`src/rtl/load_align_unit_if.sv`:
```
// load_align_unit_if: bundles the load request, word-memory read and
// response handshakes of the load alignment unit.
// slave  : view taken by load_align_unit
// master : view taken by the surrounding CPU/memory environment
interface load_align_unit_if #(
    parameter int ADDR_WIDTH = 32
) ();
    // Request channel (CPU memory stage -> unit)
    logic                  req_valid;
    logic                  req_ready;
    logic [1:0]            req_size;
    logic                  req_signed;
    logic [ADDR_WIDTH-1:0] req_addr;

    // Word-addressed memory read channel
    logic                  mem_re;
    logic [ADDR_WIDTH-3:0] mem_addr;
    logic                  mem_rvalid;
    logic [31:0]           mem_rdata;

    // Response channel (unit -> CPU)
    logic                  resp_valid;
    logic                  resp_ready;
    logic [31:0]           resp_data;
    logic                  resp_err;

    modport slave (
        input  req_valid, req_size, req_signed, req_addr,
        input  mem_rvalid, mem_rdata,
        input  resp_ready,
        output req_ready,
        output mem_re, mem_addr,
        output resp_valid, resp_data, resp_err
    );

    modport master (
        output req_valid, req_size, req_signed, req_addr,
        output mem_rvalid, mem_rdata,
        output resp_ready,
        input  req_ready,
        input  mem_re, mem_addr,
        input  resp_valid, resp_data, resp_err
    );
endinterface

```
`src/rtl/load_align_unit.sv`:
```
// load_align_unit: sequential big-endian load alignment between the memory
// stage and a variable-latency word-addressed data memory. Issues one or two
// word reads, extracts the addressed byte/half/word and sign/zero-extends it.
// Optional feature macro: MISALIGNED_SPLIT_EN
//   defined   -> misaligned halves/words are serviced (two reads when the
//                access crosses a word boundary)
//   undefined -> misaligned halves/words are rejected with resp_err=1
module load_align_unit #(
    parameter int ADDR_WIDTH = 32
) (
    input  logic                  clk,
    input  logic                  rst,
    load_align_unit_if.slave      bus
);

    localparam int WA = ADDR_WIDTH - 2;

    typedef enum logic [1:0] {
        S_IDLE = 2'd0,
        S_RD0  = 2'd1,
        S_RD1  = 2'd2,
        S_RESP = 2'd3
    } state_t;

    state_t          r_state;
    state_t          w_state_nxt;

    logic [1:0]      r_size;
    logic            r_signed;
    logic [1:0]      r_off;
    logic            r_split;
    logic [WA-1:0]   r_mem_addr;
    logic [31:0]     r_word_a;
    logic [31:0]     r_resp_data;
    logic            r_resp_err;

    logic            w_accept;
    logic [1:0]      w_off;
    logic            w_err;
    logic            w_split;

    // Select 8/16/32 bits at byte offset 'off' (MSB first) out of {A,B}
    // and extend to 32 bits.
    function automatic logic [31:0] align_extend(
        input logic [63:0] dw,
        input logic [1:0]  off,
        input logic [1:0]  size,
        input logic        sgn
    );
        logic [63:0]        sh;
        logic signed [7:0]  b8;
        logic signed [15:0] h16;
        logic signed [31:0] ext;
        sh  = dw << {off, 3'b000};
        b8  = $signed(sh[63:56]);
        h16 = $signed(sh[63:48]);
        case (size)
            2'b00:   ext = sgn ? 32'(b8)  : $signed({24'h0, sh[63:56]});
            2'b01:   ext = sgn ? 32'(h16) : $signed({16'h0, sh[63:48]});
            default: ext = $signed(sh[63:32]);
        endcase
        return ext;
    endfunction

    assign w_accept = bus.req_valid && (r_state == S_IDLE);
    assign w_off    = bus.req_addr[1:0];

`ifdef MISALIGNED_SPLIT_EN
    // Only an illegal size is rejected; accesses that spill past byte 3 need
    // a second word.
    assign w_err   = (bus.req_size == 2'b11);
    assign w_split = ((bus.req_size == 2'b01) && (w_off == 2'd3)) ||
                     ((bus.req_size == 2'b10) && (w_off != 2'd0));
`else
    // Misaligned halves/words are rejected; single-word reads only.
    assign w_err   = (bus.req_size == 2'b11) ||
                     ((bus.req_size == 2'b01) && w_off[0]) ||
                     ((bus.req_size == 2'b10) && (w_off != 2'd0));
    assign w_split = 1'b0;
`endif

    // State register
    always_ff @(posedge clk) begin
        if (rst) begin
            r_state <= S_IDLE;
        end else begin
            r_state <= w_state_nxt;
        end
    end

    // Next-state decode
    always_comb begin
        w_state_nxt = r_state;
        case (r_state)
            S_IDLE: begin
                if (w_accept) begin
                    w_state_nxt = w_err ? S_RESP : S_RD0;
                end
            end
            S_RD0: begin
                if (bus.mem_rvalid) begin
                    w_state_nxt = r_split ? S_RD1 : S_RESP;
                end
            end
            S_RD1: begin
                if (bus.mem_rvalid) begin
                    w_state_nxt = S_RESP;
                end
            end
            S_RESP: begin
                if (bus.resp_ready) begin
                    w_state_nxt = S_IDLE;
                end
            end
            default: w_state_nxt = S_IDLE;
        endcase
    end

    // Request capture, read address sequencing and result formation
    always_ff @(posedge clk) begin
        if (rst) begin
            r_split     <= 1'b0;
            r_mem_addr  <= '0;
            r_resp_data <= '0;
            r_resp_err  <= 1'b0;
        end else begin
            case (r_state)
                S_IDLE: begin
                    if (w_accept) begin
                        r_size      <= bus.req_size;
                        r_signed    <= bus.req_signed;
                        r_off       <= w_off;
                        r_split     <= w_split;
                        r_mem_addr  <= bus.req_addr[ADDR_WIDTH-1:2];
                        r_resp_err  <= w_err;
                        // Rejected accesses return zero data.
                        r_resp_data <= '0;
                    end
                end
                S_RD0: begin
                    if (bus.mem_rvalid) begin
                        r_word_a <= bus.mem_rdata;
                        if (r_split) begin
                            // Word index wraps naturally at the top of memory.
                            r_mem_addr <= r_mem_addr + WA'(1);
                        end else begin
                            r_resp_data <= align_extend({bus.mem_rdata, 32'h0},
                                                        r_off, r_size, r_signed);
                        end
                    end
                end
                S_RD1: begin
                    if (bus.mem_rvalid) begin
                        r_resp_data <= align_extend({r_word_a, bus.mem_rdata},
                                                    r_off, r_size, r_signed);
                    end
                end
                default: begin
                end
            endcase
        end
    end

    assign bus.req_ready  = (r_state == S_IDLE);
    assign bus.mem_re     = (r_state == S_RD0) || (r_state == S_RD1);
    assign bus.mem_addr   = r_mem_addr;
    assign bus.resp_valid = (r_state == S_RESP);
    assign bus.resp_data  = r_resp_data;
    assign bus.resp_err   = r_resp_err;

endmodule
```
`src/flat_wrapper.sv`:
```
// flat-port wrapper written by rule: the top's interface ports become plain ports
module load_align_unit_flat 
#(
    parameter int ADDR_WIDTH = 32
)
  (clk, rst, bus_req_valid, bus_req_size, bus_req_signed, bus_req_addr, bus_mem_rvalid, bus_mem_rdata, bus_resp_ready, bus_req_ready, bus_mem_re, bus_mem_addr, bus_resp_valid, bus_resp_data, bus_resp_err);
  load_align_unit_if #(.ADDR_WIDTH(ADDR_WIDTH)) bus_i ();
  input  logic clk;
  input  logic rst;
  input wire logic [$bits(bus_i.req_valid)-1:0] bus_req_valid;
  input wire logic [$bits(bus_i.req_size)-1:0] bus_req_size;
  input wire logic [$bits(bus_i.req_signed)-1:0] bus_req_signed;
  input wire logic [$bits(bus_i.req_addr)-1:0] bus_req_addr;
  input wire logic [$bits(bus_i.mem_rvalid)-1:0] bus_mem_rvalid;
  input wire logic [$bits(bus_i.mem_rdata)-1:0] bus_mem_rdata;
  input wire logic [$bits(bus_i.resp_ready)-1:0] bus_resp_ready;
  output wire logic [$bits(bus_i.req_ready)-1:0] bus_req_ready;
  output wire logic [$bits(bus_i.mem_re)-1:0] bus_mem_re;
  output wire logic [$bits(bus_i.mem_addr)-1:0] bus_mem_addr;
  output wire logic [$bits(bus_i.resp_valid)-1:0] bus_resp_valid;
  output wire logic [$bits(bus_i.resp_data)-1:0] bus_resp_data;
  output wire logic [$bits(bus_i.resp_err)-1:0] bus_resp_err;
  assign bus_i.req_valid = bus_req_valid;
  assign bus_i.req_size = bus_req_size;
  assign bus_i.req_signed = bus_req_signed;
  assign bus_i.req_addr = bus_req_addr;
  assign bus_i.mem_rvalid = bus_mem_rvalid;
  assign bus_i.mem_rdata = bus_mem_rdata;
  assign bus_i.resp_ready = bus_resp_ready;
  assign bus_req_ready = bus_i.req_ready;
  assign bus_mem_re = bus_i.mem_re;
  assign bus_mem_addr = bus_i.mem_addr;
  assign bus_resp_valid = bus_i.resp_valid;
  assign bus_resp_data = bus_i.resp_data;
  assign bus_resp_err = bus_i.resp_err;
  load_align_unit #(.ADDR_WIDTH(ADDR_WIDTH)) u_core (.clk(clk), .rst(rst), .bus(bus_i));
endmodule
```
`config.mk`:
```
export PLATFORM = sky130hd
export DESIGN_NAME = load_align_unit_flat
export DESIGN_NICKNAME = d
export VERILOG_FILES = /design/src/rtl/load_align_unit_if.sv /design/src/rtl/load_align_unit.sv /design/src/flat_wrapper.sv
export SDC_FILE = /design/constraint.sdc
export NUM_CORES = 1
export LEC_CHECK = 0
export ABC_AREA = 1
export CAP_MARGIN = 20
export CELL_PAD_IN_SITES_DETAIL_PLACEMENT = 0
export CELL_PAD_IN_SITES_GLOBAL_PLACEMENT = 1
export CORE_ASPECT_RATIO = 1.5
export CORE_MARGIN = 2
export CORE_UTILIZATION = 35
export DETAILED_ROUTE_END_ITERATION = 12
export GPL_TIMING_DRIVEN = 0
export PLACE_DENSITY_LB_ADDON = 0.1
export REMOVE_ABC_BUFFERS = 1
export SLEW_MARGIN = 20
export SYNTH_ARGS = -nofsm -noshare
export SYNTH_HDL_FRONTEND = slang
export SYNTH_SLANG_ARGS = --single-unit
```
`constraint.sdc`:
```
create_clock -name clk -period 4.49 [get_ports clk]
set_clock_uncertainty 0.1 [all_clocks]
set_input_delay 0.898 -clock clk [delete_from_list [all_inputs] [get_ports clk]]
set_output_delay 0.898 -clock clk [all_outputs]
set_load 0.05 [all_outputs]
```
# [Yosys cells after proc, flatten, opt, wreduce, memory -nomap -nowiden]
# Index checks and enable logic that the tools add are counted.
# W data, S select, Z words.
[word_totals] reg_bits=102 in_bits=72 out_inout_bits=66
[classes] n_eq_ne=11 n_shift=2 mux=17 n_bitwise=2 n_reduce_logical=18
[ops] operator="$mux W32" n=7
[ops] operator="$pmux W32 S2" n=2
[ops] operator="$shl A64 B5 Y64" n=2
[ops] operator="$pmux W32 S3" n=1
[ops] operator="$mux W30" n=2
[ops] operator="$reduce_and A4 Y1" n=3
[ops] operator="$eq A2 B2 Y1 const B" n=4
[ops] operator="$mux W2" n=4
[ops] operator="$eq A2 B1 Y1 const B" n=3
[ops] operator="$ne A2 B2 Y1 const B" n=3
[ops] operator="$pmux W2 S3" n=1
[ops] operator="$reduce_and A3 Y1" n=2
[ops] operator="$logic_not A2 Y1" n=2
[ops] operator="$reduce_bool A2 Y1" n=2
[ops] operator="$logic_and A1 B1 Y1" n=3
[ops] operator="$logic_or A1 B1 Y1" n=3
[ops] operator="$reduce_bool A3 Y1" n=1
[ops] operator="$ne A2 B1 Y1 const B" n=1
[ops] operator="$not A1 Y1" n=2
[ops] operator="$reduce_and A2 Y1" n=1
[ops] operator="$reduce_or A2 Y1" n=1

# [Logic depth before layout (Yosys ltp)]
# Gate-level depths: netlist of the first run.
[depth] depth_word=7 depth_mapped=13 ltp_nobuf=11

# [Worst setup path after synthesis of the first run]
# Ideal clock, no wire load.
[synth_timing] path_type="input to register" from="in rst" to="reg u_core.r_word_a[0] (enable)" arrival_time_ns=3.332 t_required_ns=3.929 path_slack_ns=0.597 path_stages=2 path_buffers=1 path_cell_list="clkbuf_1 > nor3_1"
[synth_between] elab_chain_cells=2
[synth_rtl] item="from (decl)" line_no="flat_wrapper.sv:9" source="input logic rst;"
[synth_rtl] item="$not A1 Y1 (no source line)"
[synth_rtl] item="$reduce_and A3 Y1 (no source line)"
[synth_rtl] item="to (signal assigned)" line_no="load_align_unit.sv:142" source="r_word_a <= bus.mem_rdata;"
[synth_rtl] item="to (decl)" line_no="load_align_unit.sv:33" source="logic [31:0] r_word_a;"
# Every way passes these cells.
# A chain may end at the register's enable or synchronous reset.

# [Worst setup path in the final report of the first run]
[layout_timing] from="reg u_core.r_off[1]" to="reg u_core.r_resp_data[15], in the netlist u_core.bus.resp_data[15]"
[layout_between] elab_chain_cells=5 word_cells_on_any_way=11 cone_classes="2 x shift; 9 x mux"
[layout_rtl] item="from (decl)" line_no="load_align_unit.sv:30" source="logic [1:0] r_off;"
[layout_rtl] item="from (signal assigned)" line_no="load_align_unit.sv:132" source="r_off <= w_off;"
[layout_rtl] item="$shl A64 B5 Y64" line_no="load_align_unit.sv:54" source="sh = dw << {off, 3'b000};"
[layout_rtl] item="$mux W32, on equally long branches" line_no="load_align_unit.sv:59, load_align_unit.sv:58"
[layout_rtl] item="$pmux W32 S2" line_no="load_align_unit.sv:57" source="case (size)"
[layout_rtl] item="$mux W32, on equally long branches" line_no="load_align_unit.sv:153, load_align_unit.sv:141"
[layout_rtl] item="$pmux W32 S3 *" line_no="load_align_unit.sv:127" source="case (r_state)"
[layout_rtl] item="to (signal assigned)" line_no="load_align_unit.sv:147" source="r_resp_data <= align_extend({bus.mem_rdata, 32'h0},"
[layout_rtl] item="to (signal assigned)" line_no="load_align_unit.sv:154" source="r_resp_data <= align_extend({r_word_a, bus.mem_rdata},"
[layout_rtl] item="to (decl)" line_no="load_align_unit.sv:34" source="logic [31:0] r_resp_data;"
# Mark *: on every way between the ends. The rest lies on a longest branch, timed or not. The select of a mux whose other input is x is not followed.

==> results of run 1 <==
[sequential cells by signal, summed over array words and instances, names as in the netlist]
register              flops
u_core.r_off              2
u_core.r_signed           1
u_core.r_word_a          32
u_core.bus.resp_err       1
u_core.r_state            2
u_core.bus.resp_data     32
u_core.r_size             2
u_core.bus.mem_addr      30
[cells by family after synthesis]
| family | share of synthesized area, % |
|---|---|
| and+or+nand+nor | 42.4 |
| AOI/OAI and AO/OA | 9.63 |
| DFF | 40.4 |
| buffers and inverters | 6.35 |
| adders and majority gates | 1.26 |
[area by class of cell]
| cell class | count | area, sq um |
|---|---|---|
| fillers | 1753 | 8990 |
| clock inverters | 7 | 70.1 |
| clock buffers | 9 | 225 |
| inverters | 14 | 53.8 |
| well taps | 210 | 263 |
| flip-flops and latches | 102 | 2410 |
| repair buffers | 148 | 1530 |
| multi-input cells | 710 | 3210 |
[worst max-delay path, stage by stage, from the launching register on]
cell and delay [ns]:
edfxtp_1 0.65, buf_8 0.27, inv_2 0.68, nand2_1 0.72
a21oi_1 0.32, nor2_1 0.07, a21oi_1 0.15, o21ai_1 0.08
a21oi_1 0.15
[routing by layer]
metal / vias up / wire [um] / GRT usage [%]
met4: 0 / 427 / 8.35
li1: 3127 / - / -
met5: - / 0 / 0
met1: 2858 / 8000 / 24.7
met3: 33 / 1220 / 4.87
met2: 195 / 9370 / 37.3
[placed cells by master (no fill, tap or decap), types with 8 or more instances in the layout]
master / n
nand3_1: 161
clkbuf_16: 9
nand2_1: 346
edfxtp_1: 37
o21ai_1: 8
a21oi_1: 31
inv_1: 11
nor2_1: 64
o21ai_0: 60
dfxtp_1: 65
clkdlybuf4s50_1: 136
[worst max-delay path by stage]
stage / from / endpoint / slack (ns) / depth (start not counted)
floorplan: u_core.r_state[1]$_SDFFE_PP0P_ / u_core.r_word_a[0]$_DFFE_PP_ / 0.69 / 4
global placement: rst / u_core.r_word_a[24]$_DFFE_PP_ / -2.45 / 2
detailed placement: bus_req_valid / u_core.bus.resp_data[15]$_SDFFE_PP0P_ / 0.91 / 10
CTS: u_core.r_state[1]$_SDFFE_PP0P_ / u_core.bus.resp_data[15]$_SDFFE_PP0P_ / 1.17 / 10
global route: u_core.r_off[1]$_DFFE_PP_ / u_core.bus.resp_data[6]$_SDFFE_PP0P_ / 0.95 / 8
finish: u_core.r_off[1]$_DFFE_PP_ / u_core.bus.resp_data[15]$_SDFFE_PP0P_ / 1.21 / 8
[where the power goes]
| part | internal, mW | switching [mW] | leakage, nW | total, mW |
|---|---|---|---|---|
| Combinational | 0.545 | 1.19 | 2.19 | 1.73 |
| Clock | 0.436 | 0.377 | 0.151 | 0.813 |
| Sequential | 1.10 | 0.0853 | 0.867 | 1.19 |
[per-stage QoR]
stage	util [%]	power [mW]	hold WS (ns)	cells	setup TNS, ns
CTS	46.3	3.77	0.365	1200	0
finish	46.4	3.73	0.363	1200	0
global route	46.4	3.97	0.387	1200	0
detailed placement	44.6	2.95	0.354	1184	0
global placement	43.4	2.89	0.353	1173	-92.51
floorplan	-	2.29	0.469	826	0
==> flow_metrics.tcl, run 1 <==
set metrics [dict create \
    syn_area_per_cell_sq_um 6.74 \
    status "finished clean" \
    crit_required_ns 4.69 \
    antenna_found_initial 0 \
    wire_per_inst_um 15.9 \
    grt_pass1_vias 6016 \
    via_count 6213 \
    hold_path.class "reg2reg" \
    cts_buffer_depth 2 \
    numCtsBuffers 9 \
    grt_max_degree 66 \
    post-route-drc-count 0 \
    totalWireLength_mm 19.0 \
    synth-edff-count 37 \
    ys_seq_area_share_pct 40.4 \
    slew_headroom_pct 35.0 \
    start_util_pct 35.6 \
    path_class "reg2reg" \
    post_cts_buffers 0 \
    stdcell_area_sq_mm 0.00777 \
    synthFlopType "dfxtp_1" \
    r2r-start "u_core.r_off[1]$_DFFE_PP_" \
    via_per_inst 5.18 \
    path_clk_slew_ns 0.08 \
    drt_iter0_drc 296 \
    place.gp.congestion 0.792 \
    setup_viol 0 \
    period_share_pct 73.0 \
    min_path_cells 2 \
    rsz0062_at_grt "false" \
    place_ws_ns 0.907 \
    io_buffers 137 \
    num-nets-final 1063 \
    cp.arrival_ns 3.47 \
    syn_to_final_growth_pct 30.1 \
    min_to "u_core.bus.resp_data[0]$_SDFFE_PP0P_" \
    grt_pass1_wl_mm 30.7 \
    startpoint_type "flip-flop" \
    dp_hpwl_mm 13.0 \
    hold_buffers 0 \
    synth_cell_types 29 \
    p_per_area_mw_per_mm2 480 \
    htreeDepth 3 \
    max_freq_mhz 305 \
    hold_viol 0 \
    fp.dieH_um 164 \
    cts.sinks 102 \
    yosysTopAreaCellShare_pct 21.8 \
    placed_area_sq_mm 0.00747 \
    reg2reg_to "u_core.bus.resp_data[15]$_SDFFE_PP0P_" \
    diodes 0 \
    clk_latency_ns 0.36 \
    io_pins 138 \
    cts_root_buffer "clkbuf_16" \
    die_w_um 111 \
    layout-drive-gt1-share_pct 5.35 \
    synthTopCellsByCount "nand2_1 (347), nand3_1 (161), dfxtp_1 (65)" \
    tritoncts "yes" \
    cap_violations 0 \
    ys_ff_latch 102 \
    ys_top_cells_by_area "nand2_1 (22%), dfxtp_1 (22%), edfxtp_1 (19%)" \
    regToRegSetupSlack_ns 1.21 \
    cts-resized-gates 0 \
    rows 58 \
    worstSetupEndpointType "flip-flop" \
    synth_area_sq_mm 0.00597 \
    path_max_fanout 50 \
    syn-instance-count 887 \
    setup_slack_ns 1.21 \
    p_leak_nw 3.21 \
    gr-usage-all-layers_pct 21.1 \
    ir_drop_mv 0.288 \
    period_minus_slack_ns 3.28 \
    yosys_warnings 0 \
    async_flop_share_pct 0 \
    drt-pass1-iter-count 4 \
    maxSlewViolCount 0 \
    yosysMostFrequentCell "nand2_1" \
    worst_r2r_path_depth 8 \
    grt_overflow 0 \
    postRouteAntennaNets 0 \
    yosys.area.top_type "nand2_1" \
    worst_pin_slew_ns 0.976 \
    hold_path.startpoint "u_core.bus.resp_data[0]$_SDFFE_PP0P_" \
    coreArea_sq_mm 0.0168 \
    die-area_sq_mm 0.0182 \
]
Note: power is estimated with default switching activity, not from simulation.
==> inputs of run 2 (changes only) <==
--- a/config.mk
+++ b/config.mk
@@ -11,7 +11,7 @@
 export CELL_PAD_IN_SITES_GLOBAL_PLACEMENT = 1
 export CORE_ASPECT_RATIO = 1.5
 export CORE_MARGIN = 2
-export CORE_UTILIZATION = 35
+export CORE_UTILIZATION = 32
 export DETAILED_ROUTE_END_ITERATION = 12
 export GPL_TIMING_DRIVEN = 0
 export PLACE_DENSITY_LB_ADDON = 0.1
==> constraint.sdc (replaced) <==
create_clock -name clk -period 2.9 [get_ports clk]
set_clock_uncertainty 0.1 [all_clocks]
set_input_delay 0.58 -clock clk [delete_from_list [all_inputs] [get_ports clk]]
set_output_delay 0.58 -clock clk [all_outputs]
set_load 0.05 [all_outputs]
==> run 2 against run 1 <==
Net effect: design area rose by 2.1%; power rose by 59%; die area rose by 9.1%; critical path depth did not move; combinational power rose by 60%; sequential share of layout area fell by 0.63 points; via count rose by 0.97%; hold slack barely moved; fmax rose by 14%; largest cell class unchanged.
==> flow_metrics.tcl, run 2 (same netlist as run 1, synthesis figures left out) <==
set metrics [dict create \
    postRouteAntennaNets 0 \
    hold_path.class "reg2reg" \
    cts_buffer_depth 2 \
    fp.dieH_um 171 \
    num-nets-final 1068 \
    htreeDepth 3 \
    hold_buffers 0 \
    tritoncts "yes" \
    final_cells 1247 \
    period_minus_slack_ns 2.88 \
    final_core_util_pct 43.1 \
    highest_layer "met4" \
    layout-drive-gt1-share_pct 6.03 \
    coreArea_sq_mm 0.0184 \
    period_share_pct 99.2 \
    place.gp.congestion 0.771 \
    post-route-drc-count 0 \
    path_max_fanout 20 \
    via_per_inst 5.03 \
    p_per_area_mw_per_mm2 748 \
    rsz0062_at_grt "true" \
    layout_commonest_cell "nand2_1" \
    worst_r2r_path_depth 8 \
    rows 61 \
    cts_root_buffer "clkbuf_16" \
    r2r-start "u_core.r_state[1]$_SDFFE_PP0P_" \
    max_freq_mhz 348 \
    hold_slack_ns 0.363 \
    place_ws_ns -0.523 \
    cp.arrival_ns 2.85 \
    power_mw 5.94 \
    drt_iter0_drc 375 \
    worstSetupEndpointType "flip-flop" \
    grt_max_degree 66 \
    min_path_cells 2 \
    cap_violations 0 \
    start_util_pct 32.5 \
    regToRegSetupSlack_ns 0.02 \
    met1Wirelength_mm 8.16 \
    critical_path.endpoint "u_core.r_word_a[8]$_DFFE_PP_" \
    syn_to_final_growth_pct 32.8 \
    die_w_um 116 \
    setup_slack_ns 0.0230 \
    die-area_sq_mm 0.0198 \
    fin_tns_setup_ns 0 \
    crit_required_ns 2.87 \
    p_leak_nw 3.23 \
    path_class "reg2reg" \
    reg2reg_to "u_core.r_word_a[8]$_DFFE_PP_" \
    drt-pass1-iter-count 6 \
    final_cell_mix "nand2_1 (345), nand3_1 (161), clkdlybuf4s50_1 (136), dfxtp_1 (65), nor2_1 (64)" \
    diodes 0 \
    clk_latency_ns 0.36 \
    status "finished clean" \
    maxSlewViolCount 0 \
    grt_overflow 0 \
    io_pins 138 \
    gr-usage-all-layers_pct 21.1 \
    startpoint_type "flip-flop" \
    cts.sinks 102 \
    via_count 6273 \
    route.met2.wl_mm 10.4 \
    crit_start "u_core.r_state[1]$_SDFFE_PP0P_" \
    dp.cells 1228 \
    hold_viol 0 \
    placed_area_sq_mm 0.00756 \
    slew_headroom_pct 42.3 \
    worst_pin_slew_ns 0.863 \
    grt_pass1_wl_mm 32.4 \
    antenna_found_initial 0 \
    setup_viol 0 \
    stdcell_area_sq_mm 0.00793 \
    ir_drop_mv 0.449 \
    path_clk_slew_ns 0.07 \
    grt_pass1_vias 6275 \
    numCtsBuffers 9 \
    dr_wl_met3_mm 1.44 \
    totalWireLength_mm 20.5 \
    dp_hpwl_mm 13.7 \
    io_buffers 137 \
    wire_per_inst_um 16.4 \
]
run 2: cell types whose count changed in the layout (fill, tap and decap cells not counted), sizes merged:
cell and delta:
buf +4, inv -4, clkinvlp +3, bufinv +1
clkbuf +1
run 2: worst min-delay path by stage:
| stage | from | to |
|---|---|---|
| floorplan | u_core.r_state[1]$_SDFFE_PP0P_ | u_core.r_state[1]$_SDFFE_PP0P_ |
| global placement | u_core.bus.resp_data[25]$_SDFFE_PP0P_ | u_core.bus.resp_data[25]$_SDFFE_PP0P_ |
| detailed placement | u_core.bus.resp_data[25]$_SDFFE_PP0P_ | u_core.bus.resp_data[25]$_SDFFE_PP0P_ |
| CTS | u_core.bus.resp_data[25]$_SDFFE_PP0P_ | u_core.bus.resp_data[25]$_SDFFE_PP0P_ |
| global route | u_core.bus.resp_data[3]$_SDFFE_PP0P_ | u_core.bus.resp_data[3]$_SDFFE_PP0P_ |
| finish | u_core.bus.resp_data[25]$_SDFFE_PP0P_ | u_core.bus.resp_data[25]$_SDFFE_PP0P_ |
run 2: worst max-delay path, stage by stage, from the launching register on:
cell and delay (ns):
dfxtp_1 0.36, inv_1 0.12, ha_2 0.55, inv_1 0.18, nor3_4 0.45, buf_4 0.30
buf_4 0.18, buf_4 0.18, buf_6 0.16
run 2: cell type report:
type                    count  area (sq um)
flip-flops and latches    102          2410
inverters                  14          63.8
clock inverters             6          86.3
repair inverters            1          7.51
repair buffers            152          1580
clock buffers              10           229
well taps                 252           315
multi-input cells         710          3240
fillers                  1971         10500
run 2: metal layers:
layer	vias up	track usage (%)
met5	-	0
met3	23	4.83
met1	2897	23.9
li1	3148	-
met4	0	7.49
met2	205	38.1
run 2: report_power, final:
part	internal, mW	switching, mW
registers	1.71	0.124
clock network	0.757	0.577
logic	0.870	1.90
total	3.33	2.60
run 2: repair_timing:
action                     CTS  global route
pin swaps                    1             1
buffers inserted             1             1
gates cloned                 0             1
resized for setup            6             3
setup endpoints to repair   78            66
